`config.mk`:
```
export PLATFORM = sky130hd
export DESIGN_NAME = decripto
export DESIGN_NICKNAME = d
export VERILOG_FILES = /design/src/rtl/decripto.sv
export SDC_FILE = /design/constraint.sdc
export NUM_CORES = 1
export LEC_CHECK = 0
export ABC_CLOCK_PERIOD_IN_PS = 4400
export CAP_MARGIN = 20
export CELL_PAD_IN_SITES_DETAIL_PLACEMENT = 2
export CELL_PAD_IN_SITES_GLOBAL_PLACEMENT = 2
export CORE_ASPECT_RATIO = 1.75
export CORE_MARGIN = 4
export CORE_UTILIZATION = 41
export CTS_CLUSTER_SIZE = 16
export DETAILED_ROUTE_END_ITERATION = 16
export PLACE_DENSITY = 0.89
export SYNTH_ARGS = -nofsm -noshare
export SYNTH_HDL_FRONTEND = slang
export SYNTH_SLANG_ARGS = --single-unit
```
`constraint.sdc`:
```
create_clock -name clk -period 4.4 [get_ports clk]
set_input_delay 0.44 -clock clk [delete_from_list [all_inputs] [get_ports clk]]
set_output_delay 0.44 -clock clk [all_outputs]
set_load 0.01 [all_outputs]
```
`src/rtl/decripto.sv`:
```
// decripto: streaming 10-bit decryptor that inverts cripto. A sequential key
// schedule built around one shared perm10 derives the mask fkey. Each input
// word is XORed with fkey when it is accepted. The result is stored in a
// small output FIFO that sits behind valid/ready handshakes.

// Fixed 10-bit bit permutation shared with cripto.
module perm10 (
  input  logic [9:0] din,
  output logic [9:0] dout
);
  assign dout = {din[7], din[5], din[8], din[3], din[6],
                 din[0], din[9], din[1], din[2], din[4]};
endmodule

// Rotate a 10-bit word left by two positions.
module rotatel2 (
  input  logic [9:0] din,
  output logic [9:0] dout
);
  assign dout = {din[7:0], din[9:8]};
endmodule

module decripto #(
  parameter int FIFO_DEPTH = 2
) (
  input  logic       clk,
  input  logic       reset,
  input  logic [9:0] key,
  input  logic       key_load,
  output logic       key_valid,
  input  logic [9:0] ciphertext,
  input  logic       in_valid,
  output logic       in_ready,
  output logic [9:0] plaintext,
  output logic       out_valid,
  input  logic       out_ready
);

  localparam int AW = (FIFO_DEPTH > 1) ? $clog2(FIFO_DEPTH) : 1;
  localparam int CW = AW + 1;

  typedef enum logic [2:0] {
    S_IDLE  = 3'd0,
    S_K0    = 3'd1,
    S_K1    = 3'd2,
    S_K2    = 3'd3,
    S_K3    = 3'd4,
    S_FK    = 3'd5,
    S_READY = 3'd6
  } state_t;

  state_t     state_q, state_d;
  logic [9:0] key_q, key_d;
  logic [9:0] k0_q, k0_d, k1_q, k1_d, k2_q, k2_d, k3_q, k3_d;
  logic [9:0] fkey_q, fkey_d;
  logic [9:0] perm_in_s, perm_out_s;
  logic [9:0] rot_k0_s, rot_k1_s, rot_k2_s, rot_k3_s, rot_key_s;

  logic [9:0]    mem_q [FIFO_DEPTH];
  logic [AW-1:0] wr_ptr_q, wr_ptr_d, rd_ptr_q, rd_ptr_d;
  logic [CW-1:0] count_q, count_d;
  logic          push_s, pop_s;

  perm10   u_perm  (.din(perm_in_s), .dout(perm_out_s));
  rotatel2 u_rot_k0  (.din(k0_q),  .dout(rot_k0_s));
  rotatel2 u_rot_k1  (.din(k1_q),  .dout(rot_k1_s));
  rotatel2 u_rot_k2  (.din(k2_q),  .dout(rot_k2_s));
  rotatel2 u_rot_k3  (.din(k3_q),  .dout(rot_k3_s));
  rotatel2 u_rot_key (.din(key_q), .dout(rot_key_s));

  // Key schedule next state: one perm10 step per state; key_load restarts from K0.
  always_comb begin
    state_d   = state_q;
    key_d     = key_q;
    k0_d      = k0_q;
    k1_d      = k1_q;
    k2_d      = k2_q;
    k3_d      = k3_q;
    fkey_d    = fkey_q;
    perm_in_s = 10'h000;
    case (state_q)
      S_IDLE:  state_d = S_IDLE;
      S_K0: begin
        perm_in_s = key_q;
        k0_d      = perm_out_s;
        state_d   = S_K1;
      end
      S_K1: begin
        perm_in_s = key_q ^ k0_q;
        k1_d      = perm_out_s;
        state_d   = S_K2;
      end
      S_K2: begin
        perm_in_s = ~k1_q & key_q;
        k2_d      = perm_out_s;
        state_d   = S_K3;
      end
      S_K3: begin
        perm_in_s = k2_q ^ (k0_q & ~key_q);
        k3_d      = perm_out_s;
        state_d   = S_FK;
      end
      S_FK: begin
        fkey_d  = k0_q ^ k1_q ^ k2_q ^ k3_q ^ ~rot_k0_s ^ ~rot_k1_s
                  ^ ~rot_k2_s ^ ~rot_k3_s ^ ~rot_key_s;
        state_d = S_READY;
      end
      S_READY: state_d = S_READY;
      default: state_d = S_IDLE;
    endcase
    if (key_load) begin
      key_d   = key;
      state_d = S_K0;
    end else begin
      key_d   = key_q;
    end
  end

  // Key schedule registers.
  always_ff @(posedge clk or negedge reset) begin
    if (!reset) begin
      state_q <= S_IDLE;
      key_q   <= 10'h000;
      k0_q    <= 10'h000;
      k1_q    <= 10'h000;
      k2_q    <= 10'h000;
      k3_q    <= 10'h000;
      fkey_q  <= 10'h000;
    end else begin
      state_q <= state_d;
      key_q   <= key_d;
      k0_q    <= k0_d;
      k1_q    <= k1_d;
      k2_q    <= k2_d;
      k3_q    <= k3_d;
      fkey_q  <= fkey_d;
    end
  end

  // Handshake status derived only from registered state, never from in_valid/out_ready.
  always_comb begin
    key_valid = (state_q == S_READY);
    in_ready  = key_valid && (count_q < CW'(FIFO_DEPTH));
    out_valid = (count_q != {CW{1'b0}});
    if (out_valid) begin
      plaintext = mem_q[rd_ptr_q];
    end else begin
      plaintext = 10'h000;
    end
  end

  // FIFO pointer and occupancy update; pointers wrap naturally as depth is a power of two.
  always_comb begin
    push_s   = in_valid && in_ready;
    pop_s    = out_valid && out_ready;
    wr_ptr_d = wr_ptr_q;
    rd_ptr_d = rd_ptr_q;
    count_d  = count_q;
    if (push_s) begin
      wr_ptr_d = wr_ptr_q + AW'(1);
    end else begin
      wr_ptr_d = wr_ptr_q;
    end
    if (pop_s) begin
      rd_ptr_d = rd_ptr_q + AW'(1);
    end else begin
      rd_ptr_d = rd_ptr_q;
    end
    if (push_s && !pop_s) begin
      count_d = count_q + CW'(1);
    end else if (pop_s && !push_s) begin
      count_d = count_q - CW'(1);
    end else begin
      count_d = count_q;
    end
  end

  // FIFO storage: words are decrypted with the current mask at enqueue time.
  always_ff @(posedge clk or negedge reset) begin
    if (!reset) begin
      for (int i = 0; i < FIFO_DEPTH; i++) begin
        mem_q[i] <= 10'h000;
      end
      wr_ptr_q <= {AW{1'b0}};
      rd_ptr_q <= {AW{1'b0}};
      count_q  <= {CW{1'b0}};
    end else begin
      if (push_s) begin
        mem_q[wr_ptr_q] <= ciphertext ^ fkey_q;
      end
      wr_ptr_q <= wr_ptr_d;
      rd_ptr_q <= rd_ptr_d;
      count_q  <= count_d;
    end
  end

endmodule

```
After elaboration in Yosys (flattened, before gate mapping)
Index checks and enable logic that the tools add are counted.

operators by class
  add/subtract/negate cells = 4
  eq/ne operators = 6
  muxes and demuxes = 12
  reduce and logical (&&, ||, !) cells = 11
  magnitude comparators = 4
  bitwise logic cells = 22

operators by type and width
  operator                                                   number
  bitwise XOR 10 bit                                         11
  NOT 10 bit                                                 7
  two-way mux 10 bit                                         5
  one-hot mux 10 bit (3 select lines)                        1
  AND 10 bit                                                 2
  bitwise mux 20 bit                                         1
  one-hot mux 3 bit (5 select lines)                         1
  demux 10 bit (select 1 bit)                                1
  equality test 3 bit (second input constant)                3
  equality test 3 x 2 -> 1 bit (second input constant)       2
  logical AND 1 bit                                          6
  greater-or-equal comparator 2 bit (second input constant)  2
  two-way mux 2 bit                                          2
  NOT 1 -> 2 bit                                             2
  nonzero test 2 bit                                         2
  equality test 3 x 1 -> 1 bit (second input constant)       1
  two-way mux 3 bit                                          1
  adder 1 bit (second input constant)                        2
  adder 2 x 1 -> 2 bit (second input constant)               1
  zero test 1 bit                                            2
  < comparator 2 x 1 -> 1 bit (second input constant)        1
  < comparator 2 bit (second input constant)                 1
  OR reduction 2 bit                                         1
  subtractor 2 x 1 -> 2 bit (second input constant)          1

word-level totals
  bits of input ports = 25
  output and inout port bits = 13
  bits in registers = 87

Logic depth before layout (Yosys ltp)
Gate-level depths: netlist of the first run.

  word-level depth = 8
  gate-level depth with buffers = 7
  mapped depth without buffers = 7

Modules after synthesis
Synthesis of the first run repeated with hierarchy kept, for this count alone.

unflattened totals
  cell total of the unflattened synthesis = 505
  area total of the unflattened synthesis = 5117.4 sq um

by module, submodules not included
  module    instances  seq. area each (sq um)  cells each  area an instance (sq um)
  decripto  1          2177.1                  445         4667.0
  rotatel2  5          0.0                     10          75.1
  perm10    1          0.0                     10          75.1

Worst setup path after synthesis of the first run
No wires, ideal clock.

  kind = reg2reg
  start point = register state_q[1]
  end point = register count_q[1]
  required time = 4.321 ns
  setup slack = 2.811 ns
  cell stages (with the launch flop) = 7
  path buffers = 1
  data arrival time = 1.510 ns
  period minus slack after synthesis = 1.589 ns
  path through = dfrtp_1 > clkbuf_2 > and4bb_2 > and2_1 > ha_1 > nor2_1 > xor2_1

between the ends
  longest elaborated chain between the ends = 6
  elaborated cells between the ends (all ways) = 8

RTL lines
  element                       RTL line  source
  start: declaration            52        state_t state_q, state_d;
  start signal: assignment      130       state_q <= state_d;
  equality test 3 bit (*)       142       key_valid = (state_q == S_READY);
  logical AND 1 bit (*)         143       in_ready = key_valid && (count_q < CW'(FIFO_DEPTH));
  named net in_ready            33        output logic in_ready,
  logical AND 1 bit (*)         154       push_s = in_valid && in_ready;
  named net push_s              62        logic push_s, pop_s;
  zero test 1 bit               171       end else if (pop_s && !push_s) begin
  logical AND 1 bit             171
  nonzero test 2 bit (no line)  --
  end signal: assignment        186       count_q <= {CW{1'b0}};
  end signal: assignment        193       count_q <= count_d;
  end: declaration              61        logic [CW-1:0] count_q, count_d;

The timed path passes the listed nets; every way through them passes the cells marked *.
A chain may end at the register's enable or synchronous reset.

Worst setup path in the final report of the first run
  start point = register count_q[0]
  end point = output port out_valid

between the ends
  longest elaborated chain between the ends = 1

RTL lines
  element             RTL line  source
  nonzero test 2 bit  144       out_valid = (count_q != {CW{1'b0}});
  end: declaration    35        output logic out_valid,

No other way between the ends.

==> results of run 1 <==
state kept, by name, indices dropped and copies added (netlist names):
signal,flops
fkey_q,10
k2_q,10
state_q,3
rd_ptr_q,1
key_q,10
k1_q,10
k3_q,10
mem_q,20
count_q,2
wr_ptr_q,1
k0_q,10
layout by cell type, fill, tap and decap left out, types with 11 or more instances in the layout:
master           instances
dfrtp_1                 87
nand2_1                 64
xnor2_1                 47
o21ai_0                 40
clkdlybuf4s50_1         36
nor2_1                  24
inv_1                   11
a21oi_1                 11
ha_1                    11
report_power, final:
| group | internal, mW | switching (mW) |
|---|---|---|
| Combinational | 0.970 | 0.914 |
| Sequential | 1.07 | 0.302 |
| Clock | 0.436 | 0.315 |
| Total | 2.48 | 1.53 |
worst reg2reg max path, cell delays in order (launching register included):
cell and delay, ns:
dfrtp_1 0.41, nor2_1 0.64, inv_1 0.16, nand2_1 0.15, ha_1 0.17, xor2_1 0.17
nor2_1 0.08, xor2_1 0.14
metal layers:
metal,part of all wire [%],global-route usage (%),vias to the layer above
met1,37,22.46,1454
met3,2.2,3.835,25
met2,58,39.72,59
li1,-,-,1331
met4,2.7,7.288,0
met5,0,0,-
logic make-up (layout without fill, tap and decap cells):
family / after synthesis / after routing / synth area share [%]
compound gates: 71 / 71 / 9.143
xor+xnor: 66 / 66 / 17.56
fa+ha+maj: 11 / 11 / 3.308
buf+inv: 29 / 65 / 2.737
flops: 87 / 87 / 52.33
mux: 20 / 20 / 5.113
simple gates: 98 / 98 / 9.804
worst max-delay path by stage:
stage	slack, ns	cells after the start	end
4_1_cts	1.79	3	out_valid
2_1_floorplan	2.81	6	count_q[1]
5_1_grt	1.67	3	out_valid
3_3_place_gp	2.22	3	out_valid
6_report	1.89	3	out_valid
3_5_place_dp	2.17	3	out_valid
through the flow:
stage | instance area (um2) | worst slack [ns] | utilization (%) | instances
final | 4945 | 1.887 | 49.90 | 543
after global routing | 4945 | 1.674 | 49.90 | 543
after CTS | 4917 | 1.788 | 49.62 | 542
after detailed placement | 4629 | 2.165 | 46.72 | 527
after global placement | 4629 | 2.220 | 46.72 | 527
after floorplan | 4160 | 2.811 | - | 382
layout make-up:
type / count / area, um2
Multi-Input combinational cell: 266 / 1879
Inverter: 11 / 41.29
Fill cell: 1028 / 4965
Tap cell: 125 / 156.4
Clock buffer: 9 / 225.2
Sequential cell: 87 / 2177
Clock inverter: 6 / 62.56
Timing Repair Buffer: 39 / 402.9
==> impl_results.md, run 1 <==
* Outcome: finished, final reports clean
* CTS Root Cell: clkbuf_16
* Slew HR at 36.57%
* Worst hold path type: in -> async
* Clock sinks at 87
* Endpoints failing hold at 0
* CP delay by family, top: buffers and inverters
* DR vias/cell at 5.284
* Commonest cells post-synth: 87 x dfrtp_1, 64 x nand2_1, 47 x xnor2_1
* WL/cell at 21.23 um
* Setup Fix Bufs, Post-CTS at 0
* Sequential fraction of the synthesis area at about 52%
* Hold_ws at ~0.074 ns
* I/O pins at 38
* Max Buffers Root-to-Sink at 2
* # setup viols final at 0
* CP startpoint kind: register
* DRC at 0
* Global placement routability congestion at 0.7624
* Mean post-synth cell area at approximately 11 um2
* Synth area leaders: dfrtp_1 52%, xnor2_1 9.9%, nand2_1 5.8%
* Post_cts resized at 0
* Worst Path Required at 3.96 ns
* Pwr/cell area at 810.8 mW/mm2
* Reg clk slew, reported paths at 0.06 ns
* Global-route wire length before repair at roughly 19,000 um
* Chip height at 141.3 um
* Vias at around 2,900
* Reg2reg setup slack at 2.36 ns
* Tcrit/Tclk final at roughly 57%
* Syn nets at between 400 and 500
* Mapped Cells at 382
* Share of layout cells above drive strength 1 at around 8.4%
* CTS tree: built
* Most common cell in the netlist: dfrtp_1
* Yosys reg bits at 87
* Port bufs at 37
* Post-Route Setup TNS at 0 ns
* Post-synth top area share at 52.33%
* Total CTS buffers at 9
* Area Growth Syn to Fin at 18.86%
* Critical Path AT at 2.07 ns
* GRT Util Overall at 20.78%
* Ys Warns at 0
* Cell depth of the worst flop-to-flop path at 7
* Number of flops mapped to enable cells by yosys at 0
* Vias in the first global route at 3,333
* Core ar. at 0.009910 mm2
* Power consumption at approximately 4.0 mW
* Largest net degree at the start of global routing at 88
* VDD IR max at 0.3850 mV
* Delay of the slowest critical-path stage at 0.64 ns
* Initial core utilization at 41.98%
* Iteration-0 DRC count of the detailed router at 60
* Critical path launch point: count_q[0]
* Reg-to-Reg Start: count_q[0]
* Worst-Margin Slew at 0.9474 ns
* Clock skew at 0.006581 ns
* Crit-path slowest cell: nor2_1
* H-tree depth at 3
* RSZ-0062 raised after global routing: no
* Share of flip-flops with an asynchronous set or reset at 100.0%
* Buf+Inv Stages, Crit Path at 2
* CP cell instances: nor2_1 > inv_1 > clkdlybuf4s50_1
* Routed Antenna Nets at 0
* Core Rows at 48
* Distinct cells, synth at 26
* ANT cells at 0
* Total gr overflow at 0
* Clock latency at the later pin of the worst-skew pair at 0.34 ns
* Hold Buf Count CTS at 0
* CP max FO at 11
* Max_cap viols at 0
* Die width at 84.15 um
* Yosys top cell by area: dfrtp_1
* Total die area at ~0.012 mm2
* Leak at between 2 and 2.5 nW
* DP Wirelength at 7816 um
* Synth Flop Type: dfrtp_1
* Maximum clock frequency at 0.3979 GHz
* Setup CP Type: reg -> out
* Fin crit period at around 2.5 ns
* Worst Setup End Kind: output pin
* Initial antenna violation count at 0
* Slew Limit Fails at 0
* Drt pass-1 iters at 4
* R2R Path End: count_q[1]
* Total Nets Final at 450
* Routed WL at 11,530 um
* Synth Cell Area at 0.004160 mm2
Note: power is estimated with default switching activity, not from simulation.
==> run 2: changes to the inputs <==
==> config.mk (replaced) <==
export PLATFORM = sky130hd
export DESIGN_NAME = decripto
export DESIGN_NICKNAME = d
export VERILOG_FILES = /design/src/rtl/decripto.sv
export SDC_FILE = /design/constraint.sdc
export NUM_CORES = 1
export LEC_CHECK = 0
export ABC_CLOCK_PERIOD_IN_PS = 2300
export CAP_MARGIN = 20
export CELL_PAD_IN_SITES_DETAIL_PLACEMENT = 2
export CELL_PAD_IN_SITES_GLOBAL_PLACEMENT = 2
export CORE_ASPECT_RATIO = 1.75
export CORE_MARGIN = 4
export CORE_UTILIZATION = 34
export CTS_CLUSTER_SIZE = 16
export DETAILED_ROUTE_END_ITERATION = 16
export PLACE_DENSITY = 0.79
export SYNTH_ARGS = -nofsm -noshare
export SYNTH_HDL_FRONTEND = slang
export SYNTH_SLANG_ARGS = --single-unit
==> constraint.sdc (replaced) <==
create_clock -name clk -period 2.3 [get_ports clk]
set_input_delay 0.23 -clock clk [delete_from_list [all_inputs] [get_ports clk]]
set_output_delay 0.23 -clock clk [all_outputs]
set_load 0.01 [all_outputs]
==> impl_results.md, run 2 (same netlist as run 1, synthesis figures left out) <==
* Clock skew at 0.005982 ns (-0.0005989 ns)
* Core ar. at 0.01200 mm2 (+21%)
* WL met2 at 6116 um (-8.2%)
* CP startpoint kind: register
* Global-route wire length before repair at 17,770 um (-5.8%)
* Post_cts resized at 0 (unchanged)
* Placed Cells at 576 (+9.3%)
* Reg clk slew, reported paths at 0.06 ns (about the same)
* Hold Buf Count CTS at 1 (+1)
* Met3 Routed Length at 273 um (+7.9%)
* Total gr overflow at 0 (unchanged)
* WL/cell at 17.97 um (-15%)
* Share of layout cells above drive strength 1 at 9.579% (+1.2 points)
* Reg2reg setup slack at 0.56 ns (-1.80 ns)
* Fin crit period at 2.126 ns
* Worst hold path type: in -> async
* Cell depth of the worst flop-to-flop path at 6 (-1)
* Slew Limit Fails at 0 (unchanged)
* RSZ-0062 raised after global routing: no
* Slew HR at 62.76% (+26 points)
* CTS Root Cell: clkbuf_16
* # setup viols final at 0 (unchanged)
* Final cell count without fillers at 593 (+9.2%)
* Routed WL at 10,660 um (-7.6%)
* Iteration-0 DRC count of the detailed router at 89 (+48%)
* Power consumption at 7.517 mW (+88%)
* Clock latency at the later pin of the worst-skew pair at 0.35 ns (about the same)
* Clock sinks at 87 (unchanged)
* Cell-internal power at 4.797 mW (+94%)
* Drt pass-1 iters at 4 (unchanged)
* Total die area at 0.01414 mm2 (+19%)
* Max_cap viols at 0 (unchanged)
* Endpoints failing hold at 0 (unchanged)
* Most frequent cells in the layout: 87 x dfrtp_1, 64 x nand2_1, 47 x xnor2_1
* DR vias/cell at 4.811 (-8.9%)
* Clock power share at 19.5% (+0.8 points)
* Highest Signal Layer: met4
* Pwr/cell area at 1487 mW/mm2 (+83%)
* Max Buffers Root-to-Sink at 2 (unchanged)
* Top reg by flops: mem_q
* Post-Route Setup TNS at 0 ns (unchanged)
* Wl on met1 at 4052 um (-5.6%)
* Worst-Margin Slew at 0.5585 ns (-0.3888 ns)
* ANT cells at 0 (unchanged)
* Worst Path Required at 2.07 ns (-1.89 ns)
* Initial antenna violation count at 0 (unchanged)
* Total CTS buffers at 9 (unchanged)
* GRT Util Overall at 16.45% (-4.3 points)
* VDD IR max at 0.4864 mV (+26%)
* Outcome: finished, final reports clean
* Seq pwr share at 34.5% (+0.2 points)
* Area Growth Syn to Fin at 21.53%
* Final instance area at 0.005056 mm2 (+2.3%)
* Setup Fix Bufs, Post-CTS at 0 (unchanged)
* Placed instance area at 0.004755 mm2 (+2.7%)
* Psw at 2.720 mW (+78%)
* Max reg flops at 20 (unchanged)
* Reg-to-Reg Start: state_q[0]
* Routed Antenna Nets at 0 (unchanged)
* Global placement routability congestion at 0.7635 (+0.14%)
* Commonest non-fill, non-tap cell in the layout: dfrtp_1
* CP max FO at 11 (unchanged)
* Vias in the first global route at 3,386 (+1.6%)
* Setup CP Type: reg -> out
* Leak at 2.274 nW (+1.6%)
* Logic pwr share at 46.0% (-1.0 points)
* Largest net degree at the start of global routing at 40 (-55%)
* Maximum clock frequency at 0.4704 GHz
* Total Nets Final at 459 (+2.0%)
* Core Rows at 53 (+10%)
* Filler Cell Count at 1,248 (+21%)
* Critical Path AT at 1.90 ns (-0.17 ns)
* Worst Setup End Kind: output pin
* DRC at 0 (unchanged)
* R2R Path End: count_q[1]
* I/O pins at 38 (unchanged)
* Vias at 2,853 (-0.56%)
* CTS tree: built
* H-tree depth at 3 (unchanged)
* Sw frac at 36.19% (-2.0 points)
* Chip height at 154.3 um (+9.3%)
* Initial core utilization at 34.66% (-7.3 points)
* DP Wirelength at 7541 um (-3.5%)
* Die width at 91.62 um (+8.9%)
* Tcrit/Tclk final at 92.44%
* Port bufs at 37 (unchanged)
-- run 2: final cells by class --
class	count	area, um2	share of cell area, %
inverter	11	41.29	0.8166
tap	165	206.4	4.083
multi-input combinational	266	1874	37.07
clock inverter	4	45.04	0.8909
timing repair buffer	48	465.4	9.206
clock buffer	12	246.5	4.875
sequential	87	2177	43.06
-- run 2: critical path: stages (launching register included) --
cell and delay [ns]:
dfrtp_1 0.69, mux2i_1 0.17, nor2_1 0.14, clkdlybuf4s50_1 0.55
-- run 2: worst max path at each step --
stage          startpoint            to  slack [ns]  cells past startpoint
2_1_floorplan  state_q[1]    count_q[1]        0.71                      6
6_report         rd_ptr_q  plaintext[4]        0.17                      3
5_1_grt          rd_ptr_q  plaintext[4]        0.04                      3
4_1_cts          rd_ptr_q  plaintext[4]        0.13                      3
3_3_place_gp     rd_ptr_q  plaintext[4]        0.52                      3
3_5_place_dp     rd_ptr_q  plaintext[4]        0.51                      3
-- run 2: per-stage QoR --
| stage | util (%) | setup WS [ns] | hold slack, ns |
|---|---|---|---|
| 2_1_floorplan | - | 0.7107 | -0.06559 |
| 3_3_place_gp | 39.61 | 0.5164 | 0.1561 |
| 3_5_place_dp | 39.61 | 0.5094 | 0.1667 |
| 4_1_cts | 42.12 | 0.1264 | 0.3259 |
| 5_1_grt | 42.12 | 0.04090 | 0.3616 |
| 6_report | 42.12 | 0.1739 | 0.3256 |
-- run 2: power by group through the flow --
stage          Combinational [mW]  Sequential, mW  Clock, mW
2_1_floorplan                2.61            2.42          0
3_3_place_gp                 3.17            2.57          0
3_5_place_dp                 3.37            2.62          0
4_1_cts                      3.53            2.61       1.51
5_1_grt                      3.79            2.67       1.58
6_report                     3.46            2.59       1.47
-- run 2: layer usage --
layer	vias to the layer above	track usage, %
li1	1347	-
met4	0	6.475
met2	35	31.43
met5	-	0
met3	17	3.260
met1	1454	17.24
==> run 3: changes to the inputs <==
--- a/config.mk
+++ b/config.mk
@@ -11,10 +11,10 @@
 export CELL_PAD_IN_SITES_GLOBAL_PLACEMENT = 2
 export CORE_ASPECT_RATIO = 1.75
 export CORE_MARGIN = 4
-export CORE_UTILIZATION = 34
+export CORE_UTILIZATION = 30
 export CTS_CLUSTER_SIZE = 16
 export DETAILED_ROUTE_END_ITERATION = 16
-export PLACE_DENSITY = 0.79
+export PLACE_DENSITY = 0.72
 export SYNTH_ARGS = -nofsm -noshare
 export SYNTH_HDL_FRONTEND = slang
 export SYNTH_SLANG_ARGS = --single-unit
==> impl_results.md, run 3 (same netlist as run 1, synthesis figures left out) <==
* Outcome: finished, final reports clean
* Setup CP Type: reg -> out
* Max_cap viols at 0 (unchanged)
* Most frequent cells in the layout: 87 x dfrtp_1, 64 x nand2_1, 47 x xnor2_1
* CTS tree: built
* Slew Limit Fails at 0 (unchanged)
* Met3 Routed Length at 202 um (-26%)
* Wl on met1 at 3764 um (-7.1%)
* I/O pins at 38 (unchanged)
* Placed instance area at 0.004758 mm2 (about the same)
* Clock latency at the later pin of the worst-skew pair at 0.34 ns (about the same)
* Post_cts resized at 0 (unchanged)
* Core Util, Final at 37.71% (-4.4 points)
* Commonest non-fill, non-tap cell in the layout: dfrtp_1
* Worst Path Required at 2.07 ns (about the same)
* Slew HR at 65.40% (+2.6 points)
* Pwr/cell area at 1468 mW/mm2 (-1.3%)
* Initial core utilization at 30.76% (-3.9 points)
* Drt pass-1 iters at 3 (-1)
* Clock sinks at 87 (unchanged)
* Highest Signal Layer: met4
* DP Wirelength at 7400 um (-1.9%)
* Core ar. at 0.01352 mm2 (+13%)
* Worst-Margin Slew at 0.5190 ns (-0.03958 ns)
* Post-Route Setup TNS at 0 ns (unchanged)
* # setup viols final at 0 (unchanged)
* Core Rows at 56 (+5.7%)
* Final instance area at 0.005100 mm2 (+0.87%)
* Placed Cells at 584 (+1.4%)
* CP max FO at 11 (unchanged)
* Clock skew at 0.007932 ns (+0.001950 ns)
* Worst Setup End Kind: output pin
* Final cell count without fillers at 601 (+1.3%)
* Die width at 97.02 um (+5.9%)
* Share of layout cells above drive strength 1 at 9.836% (+0.26 points)
* Fin crit period at 1.951 ns (-0.1754 ns)
* Chip height at 163.8 um (+6.1%)
* Critical Path AT at 1.72 ns (-0.18 ns)
* Vias at 2,833 (-0.70%)
* DR vias/cell at 4.714 (-2.0%)
* Vias in the first global route at 3,315 (-2.1%)
* CP startpoint kind: register
* Global-route wire length before repair at 17,160 um (-3.5%)
* ANT cells at 0 (unchanged)
* Reg clk slew, reported paths at 0.07 ns (about the same)
* CTS Root Cell: clkbuf_16
* Reg2reg setup slack at 0.62 ns (+0.06 ns)
* Global placement routability congestion at 0.7611 (-0.31%)
* WL/cell at 17.12 um (-4.7%)
* Max reg flops at 20 (unchanged)
* Total gr overflow at 0 (unchanged)
* Routed Antenna Nets at 0 (unchanged)
* Iteration-0 DRC count of the detailed router at 52 (-42%)
* Area Growth Syn to Fin at 22.59%
* RSZ-0062 raised after global routing: no
* Top reg by flops: mem_q
* Tcrit/Tclk final at 84.81% (-7.6 points)
* Hold_ws at 0.3999 ns (+0.07428 ns)
* Initial antenna violation count at 0 (unchanged)
* Worst hold path type: in -> async
* Routed WL at 10,290 um (-3.4%)
* Largest net degree at the start of global routing at 52 (+30%)
* Total die area at 0.01589 mm2 (+12%)
* Total Nets Final at 458 (-0.22%)
* VDD IR max at 0.4301 mV (-12%)
* GRT Util Overall at 14.01% (-2.4 points)
* Leak at 2.289 nW (+0.65%)
* Max Buffers Root-to-Sink at 2 (unchanged)
* DRC at 0 (unchanged)
* WL met2 at 6106 um (-0.16%)
* Port bufs at 37 (unchanged)
* H-tree depth at 3 (unchanged)
* Total CTS buffers at 9 (unchanged)
* Endpoints failing hold at 0 (unchanged)
* Maximum clock frequency at 0.5126 GHz (+9.0%)
run 3: cell count changes in the layout (fill, tap and decap cells not counted), sizes merged:
| cell | delta |
|---|---|
| clkbuf | -1 |
| bufinv | +1 |
| clkinv | -1 |
| buf | -1 |
| inv | +1 |
run 3: final timing paths:
path	startpoint	end	cells past startpoint
setup / recovery	rd_ptr_q	plaintext[4]	4
hold / removal	reset	state_q[0]	2
setup reg to reg	state_q[1]	count_q[1]	6
hold reg to reg	mem_q[10]	mem_q[10]	2
max in group asynchronous	reset	k2_q[2]	3
min in group clk	key[7]	key_q[7]	3
run 3: what timing repair did:
item / in CTS / in global routing
hold buffers: 1 / 0
setup buffers: 0 / 0
endpoints found under the hold margin: 36 / 0
run 3: layout make-up:
class / instances / area, um2
clock inverter: 5 / 78.83
timing repair buffer: 47 / 457.9
inverter: 11 / 41.29
tap: 174 / 217.7
sequential: 87 / 2177
fill: 1418 / 8423
multi-input combinational: 266 / 1874
clock buffer: 11 / 252.7
run 3: critical path, cell delays in order, from the launching register on:
cell	delay, ns
dfrtp_1	0.36
buf_4	0.20
mux2i_1	0.13
nor2_1	0.12
clkdlybuf4s50_1	0.56
run 3: where the power goes:
group	total (mW)	internal (mW)	switching, mW
registers	2.54	2.05	0.492
clock network	1.62	1.01	0.604
logic	3.33	1.87	1.46
run 3: through the flow:
stage / power (mW) / setup WS [ns]
2_1_floorplan: 5.034 / 0.7107
3_3_place_gp: 5.756 / 0.7070
3_5_place_dp: 5.911 / 0.6153
4_1_cts: 7.648 / 0.3032
5_1_grt: 8.052 / 0.2540
6_report: 7.485 / 0.3493
run 3: metal layers:
metal | global-route usage, % | vias to the layer above
met2 | 28.24 | 33
met3 | 1.870 | 12
met1 | 13.86 | 1439
met4 | 6.518 | 0
met5 | 0 | -
li1 | - | 1349
